[src/rtl/logic_ops_pkg.sv]
// Shared encodings for the byte-serial logic unit.
//   OP_*   : 3-bit operation select values seen on the op port.
//   state_e: FSM states of the serial controller.
package logic_ops_pkg;

  localparam logic [2:0] OP_AND  = 3'b000;
  localparam logic [2:0] OP_OR   = 3'b001;
  localparam logic [2:0] OP_XOR  = 3'b010;
  localparam logic [2:0] OP_NOR  = 3'b011;
  localparam logic [2:0] OP_NAND = 3'b100;
  localparam logic [2:0] OP_XNOR = 3'b101;
  localparam logic [2:0] OP_NOTA = 3'b110;
  localparam logic [2:0] OP_PASS = 3'b111;

  typedef enum logic [1:0] {
    S_IDLE = 2'b00,
    S_RUN  = 2'b01,
    S_DONE = 2'b10
  } state_e;

endpackage

[src/rtl/logic_slice_8bit.sv]
// Combinational logic slice: applies one bitwise operation to a SLICE_W-wide pair.
//   x, y : operand slices
//   op   : operation select (logic_ops_pkg encodings)
//   z    : result slice
module logic_slice_8bit
  import logic_ops_pkg::*;
#(
  parameter int unsigned SLICE_W = 8
) (
  input  logic [SLICE_W-1:0] x,
  input  logic [SLICE_W-1:0] y,
  input  logic [2:0]         op,
  output logic [SLICE_W-1:0] z
);

  always_comb begin
    z = '0;
    unique case (op)
      OP_AND:  z = x & y;
      OP_OR:   z = x | y;
      OP_XOR:  z = x ^ y;
      OP_NOR:  z = ~(x | y);
      OP_NAND: z = ~(x & y);
      OP_XNOR: z = ~(x ^ y);
      OP_NOTA: z = ~x;
      OP_PASS: z = x;
      default: z = '0;
    endcase
  end

endmodule

[src/rtl/logic_unit_serial32.sv]
// Byte-serial bitwise logic unit. One logic slice is reused over WIDTH/SLICE_W cycles;
// operands and op are captured on accept so port changes during a run have no effect.
//   clk, rst            : clock, synchronous active-high reset
//   in_valid / in_ready : operand handshake (ready only when idle)
//   op, a, b            : operation select and operands
//   out_valid/out_ready : result handshake (result held until accepted)
//   result, zero        : computed value and result==0 flag
module logic_unit_serial32
  import logic_ops_pkg::*;
#(
  parameter int unsigned WIDTH   = 32,
  parameter int unsigned SLICE_W = 8
) (
  input  logic             clk,
  input  logic             rst,
  input  logic             in_valid,
  output logic             in_ready,
  input  logic [2:0]       op,
  input  logic [WIDTH-1:0] a,
  input  logic [WIDTH-1:0] b,
  output logic             out_valid,
  input  logic             out_ready,
  output logic [WIDTH-1:0] result,
  output logic             zero
);

  localparam int unsigned N    = WIDTH / SLICE_W;
  localparam int unsigned CntW = (N > 1) ? $clog2(N) : 1;
  localparam logic [CntW-1:0] CntLast = CntW'(N - 1);

  state_e            state_q, state_d;
  logic [CntW-1:0]   cnt_q, cnt_d;
  logic [WIDTH-1:0]  a_q, a_d;
  logic [WIDTH-1:0]  b_q, b_d;
  logic [2:0]        op_q, op_d;
  logic [WIDTH-1:0]  result_q, result_d;
  logic              zero_q, zero_d;

  logic [SLICE_W-1:0] slice_x, slice_y, slice_z;

  assign slice_x = a_q[cnt_q*SLICE_W +: SLICE_W];
  assign slice_y = b_q[cnt_q*SLICE_W +: SLICE_W];

  logic_slice_8bit #(
    .SLICE_W(SLICE_W)
  ) u_slice (
    .x (slice_x),
    .y (slice_y),
    .op(op_q),
    .z (slice_z)
  );

  always_comb begin
    state_d  = state_q;
    cnt_d    = cnt_q;
    a_d      = a_q;
    b_d      = b_q;
    op_d     = op_q;
    result_d = result_q;
    zero_d   = zero_q;

    unique case (state_q)
      S_IDLE: begin
        if (in_valid) begin
          a_d      = a;
          b_d      = b;
          op_d     = op;
          result_d = '0;
          zero_d   = 1'b0;
          cnt_d    = '0;
          state_d  = S_RUN;
        end
      end
      S_RUN: begin
        result_d[cnt_q*SLICE_W +: SLICE_W] = slice_z;
        cnt_d = cnt_q + 1'b1;
        if (cnt_q == CntLast) begin
          // Flag comes from result_d so it includes the slice written on this edge.
          zero_d  = (result_d == '0);
          cnt_d   = '0;
          state_d = S_DONE;
        end
      end
      S_DONE: begin
        if (out_ready) begin
          state_d = S_IDLE;
        end
      end
      default: state_d = S_IDLE;
    endcase
  end

  always_ff @(posedge clk) begin
    if (rst) begin
      state_q  <= S_IDLE;
      cnt_q    <= '0;
      a_q      <= '0;
      b_q      <= '0;
      op_q     <= OP_AND;
      result_q <= '0;
      zero_q   <= 1'b0;
    end else begin
      state_q  <= state_d;
      cnt_q    <= cnt_d;
      a_q      <= a_d;
      b_q      <= b_d;
      op_q     <= op_d;
      result_q <= result_d;
      zero_q   <= zero_d;
    end
  end

  assign in_ready  = (state_q == S_IDLE);
  assign out_valid = (state_q == S_DONE);
  assign result    = result_q;
  assign zero      = zero_q;

endmodule
[config.mk]
export PLATFORM = sky130hd
export DESIGN_NAME = logic_unit_serial32
export DESIGN_NICKNAME = d
export VERILOG_FILES = /design/src/rtl/logic_ops_pkg.sv /design/src/rtl/logic_slice_8bit.sv /design/src/rtl/logic_unit_serial32.sv
export SDC_FILE = /design/constraint.sdc
export NUM_CORES = 1
export LEC_CHECK = 0
export CAP_MARGIN = 20
export CORE_MARGIN = 5
export CORE_UTILIZATION = 40
export CTS_CLUSTER_DIAMETER = 40
export DETAILED_ROUTE_END_ITERATION = 6
export PLACE_DENSITY = 0.63
export REMOVE_ABC_BUFFERS = 1
export SKIP_LAST_GASP = 1
export SLEW_MARGIN = 20
export SYNTH_ARGS = -nofsm -noshare
export SYNTH_HDL_FRONTEND = slang
export SYNTH_SLANG_ARGS = --single-unit
[constraint.sdc]
create_clock -name clk -period 5.8 [get_ports clk]
set_clock_uncertainty 0.1 [all_clocks]
set_input_delay 0.58 -clock clk [delete_from_list [all_inputs] [get_ports clk]]
set_output_delay 0.58 -clock clk [all_outputs]
set_load 0.05 [all_outputs]
==> flow_summary.json <==
{
  "drcViolationCount": 0,
  "ys_types": 51,
  "clk_latency_ns": 0.35,
  "synth.cell_area_um2": 5349,
  "syn_area_per_cell_um2": 8.242,
  "gp_congestion": 0.8417,
  "wl_per_cell_um": 14.74,
  "final_nets": 818,
  "nFillCells": 1232,
  "place_area_um2": 6394,
  "cts_setup_buffers": 0,
  "critPathArrivalTime_ns": 3.87,
  "status": "finished clean",
  "cts_buffers": 9,
  "worstReg2RegStart": "cnt_q[1]",
  "drv_slew": 0,
  "min_path_type": "reg -> reg",
  "num_antenna_cells": 0,
  "holdCritStartpoint": "b_q[3]",
  "rsz0062_at_grt": "no",
  "period_share": 0.6436,
  "area_delta_synth_final_pct": 25.15,
  "dp_hpwl_um": 9381,
  "power_density_nw_per_um2": 254.8,
  "p_leak_nw": 2.490,
  "die_area_um2": 15790,
  "top_layer_used": "met4",
  "r2r_setup_slack_ns": 2.07,
  "rows": 42,
  "tns_ns": 0,
  "grt_overflow": 0,
  "critPathMaxFanout": 16,
  "wirelength_um": 13340,
  "end_kind": "flop",
  "min_period_ns": 3.733,
  "ios": 106,
  "initial_core_util": 0.4055,
  "grt_usage": 0.1715,
  "vias_per_cell": 5.235,
  "ir_drop_mv": 0.1694,
  "critPathLaunch": "cnt_q[1]",
  "htree_levels": 3,
  "reg2reg_to": "zero",
  "cp_cell_sequence": "buf_4 -> mux4_2 -> inv_1 -> ha_1 -> mux2_2 -> a221o_2 -> a21oi_1 -> o21ai_0 -> and3_1 -> nand4_1 -> o31ai_2",
  "wl_met2_um": 6482,
  "crit_family": "compound AO/OA/AOI/OAI gates",
  "maxCapViolations": 0,
  "clkTransAtPathRegs_ns": 0.07,
  "drt_iter0_markers": 314,
  "path_buf_inv": 2,
  "yosys_warnings": 0,
  "cp_slowest_stage_delay_ns": 0.65,
  "port_buffers": 105,
  "required_ns": 5.94,
  "design_area_um2": 6694,
  "met1_length_um": 5901,
  "netlist_instances": 649,
  "final_hold_viol_count": 0,
  "critical_path.startpoint_type": "flop",
  "core-area_um2": 13190,
  "relSlewSlack": 0.3586,
  "cts_buffer_depth": 2,
  "ant_nets": 0,
  "cts_tree": "done",
  "ys_ff_latch": 104,
  "ys_seq_area_frac": 0.3892,
  "grt_pass1_vias": 4707,
  "finalSetupViolations": 0,
  "drt_pass1_iterations": 5,
  "met3WireLength_um": 754,
  "crit_type": "reg -> reg",
  "grt_pass1_wl_um": 22400,
  "die_y_um": 125.6,
  "ctsHoldBuffers": 0,
  "cts_sinks": 104,
  "ctsResizeCount": 0,
  "holdPathEnd": "b_q[3]",
  "clock_tree.root_cell": "clkbuf_16",
  "drive_gt1_frac": 0.07407,
  "antenna_found_initial": 0,
  "vias": 4738,
  "reg2reg_depth": 11,
  "max_freq_mhz": 267.9,
  "die_w_um": 125.6,
  "worst_pin_slew_ns": 0.9621,
  "holdPathStages": 2,
  "grt_max_degree": 72,
  "slowest_stage": "dfxtp_1"
}
-- area by class of cell --
class | count | area [µm²] | share of cell area
sequential | 104 | 2085 | 0.3114
clock buffer | 13 | 260.3 | 0.03888
clock inverter | 2 | 38.79 | 0.005794
multi-input combinational | 480 | 2925 | 0.4370
tap | 176 | 220.2 | 0.03290
timing repair buffer | 111 | 1094 | 0.1634
inverter | 19 | 71.32 | 0.01065
-- how the worst max path moves through the flow --
stage / to / slack (ns) / cells after the start
after global placement: zero / 2.18 / 11
final: zero / 2.07 / 11
after detailed placement: zero / 2.06 / 11
after CTS: zero / 2.06 / 11
after global routing: zero / 1.81 / 11
after floorplan: zero / 2.20 / 10
-- layout by cell type (no fill, tap or decap), types with 5 or more instances in the layout --
master           instances
mux2_2                   8
a21oi_1                 87
nor2_1                  50
clkbuf_16                9
inv_1                   19
nand2b_1                10
nor4_1                   7
nor2b_1                  5
a22oi_1                 32
ha_1                    22
xnor2_1                 12
o21ai_0                 15
nand2_1                153
o22ai_1                  6
clkdlybuf4s50_1        104
buf_4                    7
dfxtp_1                102
mux4_2                  11
mux2i_1                  8
-- layer usage --
metal	global-route usage	vias to the layer above
met1	0.2138	2183
met5	0	-
li1	-	2385
met2	0.2885	150
met3	0.04572	20
met4	0.05676	0
-- report_power, final --
group | internal (W) | switching (W)
combinational | 0.000147 | 0.000170
clock | 0.000357 | 0.000256
sequential | 0.000746 | 0.0000292
-- registers in the layout, summed over array words and instances, names as in the netlist --
| name | count |
|---|---|
| a_q | 32 |
| b_q | 32 |
| cnt_q | 2 |
| op_q | 3 |
| result | 32 |
| state_q | 2 |
| zero | 1 |
-- worst reg2reg max path, delay by kind of cell, from the launching register on --
kind            cells  cell delay, ns
flops               1            0.65
simple gates        2            0.31
mux                 2            0.90
fa+ha+maj           1            0.19
buf+inv             2            0.39
compound gates      4            1.10
-- logic make-up (layout without fill, tap and decap cells) --
| kind of cell | count (synthesis) | in the layout | share of synthesized area |
|---|---|---|---|
| AND/OR/NAND/NOR | 246 | 246 | 0.1937 |
| AO/OA/AOI/OAI | 168 | 168 | 0.1918 |
| flip-flops | 104 | 104 | 0.3892 |
| buffers and inverters | 65 | 145 | 0.06456 |
| multiplexers | 28 | 28 | 0.08304 |
| adder cells (fa/ha/maj) | 22 | 22 | 0.05146 |
| XOR/XNOR | 16 | 16 | 0.02620 |
-- synthesized netlist by cell type, drive strengths merged --
library cell	instances	area (µm²)
or2	1	6.260
or3	1	6.260
a22oi	32	240.2
clkbuf	34	197.7
xnor2	12	105.1
a31oi	3	18.77
nor3	3	15.01
a31o	1	8.760
o21ai	15	75.07
mux2i	8	80.08
a21oi	87	435.4
nand2b	10	62.56
ha	22	275.3
a21o	5	38.79
nor4	7	43.79
nand4b	1	8.760
mux4	12	274.0
o21bai	1	7.510
and4bb	1	12.51
a211o	1	8.760
or2b	2	17.52
xor2	4	35.03
and2	3	18.77
nor4b	1	8.760
a221o	1	11.26
buf	12	76.32
inv	19	71.32
nor2	50	187.7
a211oi	4	30.03
o22a	4	37.54
a221oi	3	26.28
o31ai	2	20.02
mux2	8	90.09
and3	2	12.51
nor2b	5	31.28
nand2	154	578.1
o221ai	1	8.760
nand4	1	6.260
a311o	2	21.27
nand3	4	20.02
dfxtp	104	2082
o22ai	6	37.54
-- stage by stage --
step           hold slack, ns  utilization  setup slack [ns]  power [W]  std cells
2_1_floorplan          0.3255            -             2.199  0.0009821        603
3_3_place_gp           0.3412       0.4847             2.176   0.001098        890
3_5_place_dp           0.3471       0.4847             2.062   0.001108        890
4_1_cts                0.3561       0.5074             2.058   0.001720        905
5_1_grt                0.3731       0.5075             1.811   0.001793        905
6_report               0.3527       0.5075             2.067   0.001705        905
Note: power is estimated with default switching activity, not from simulation.
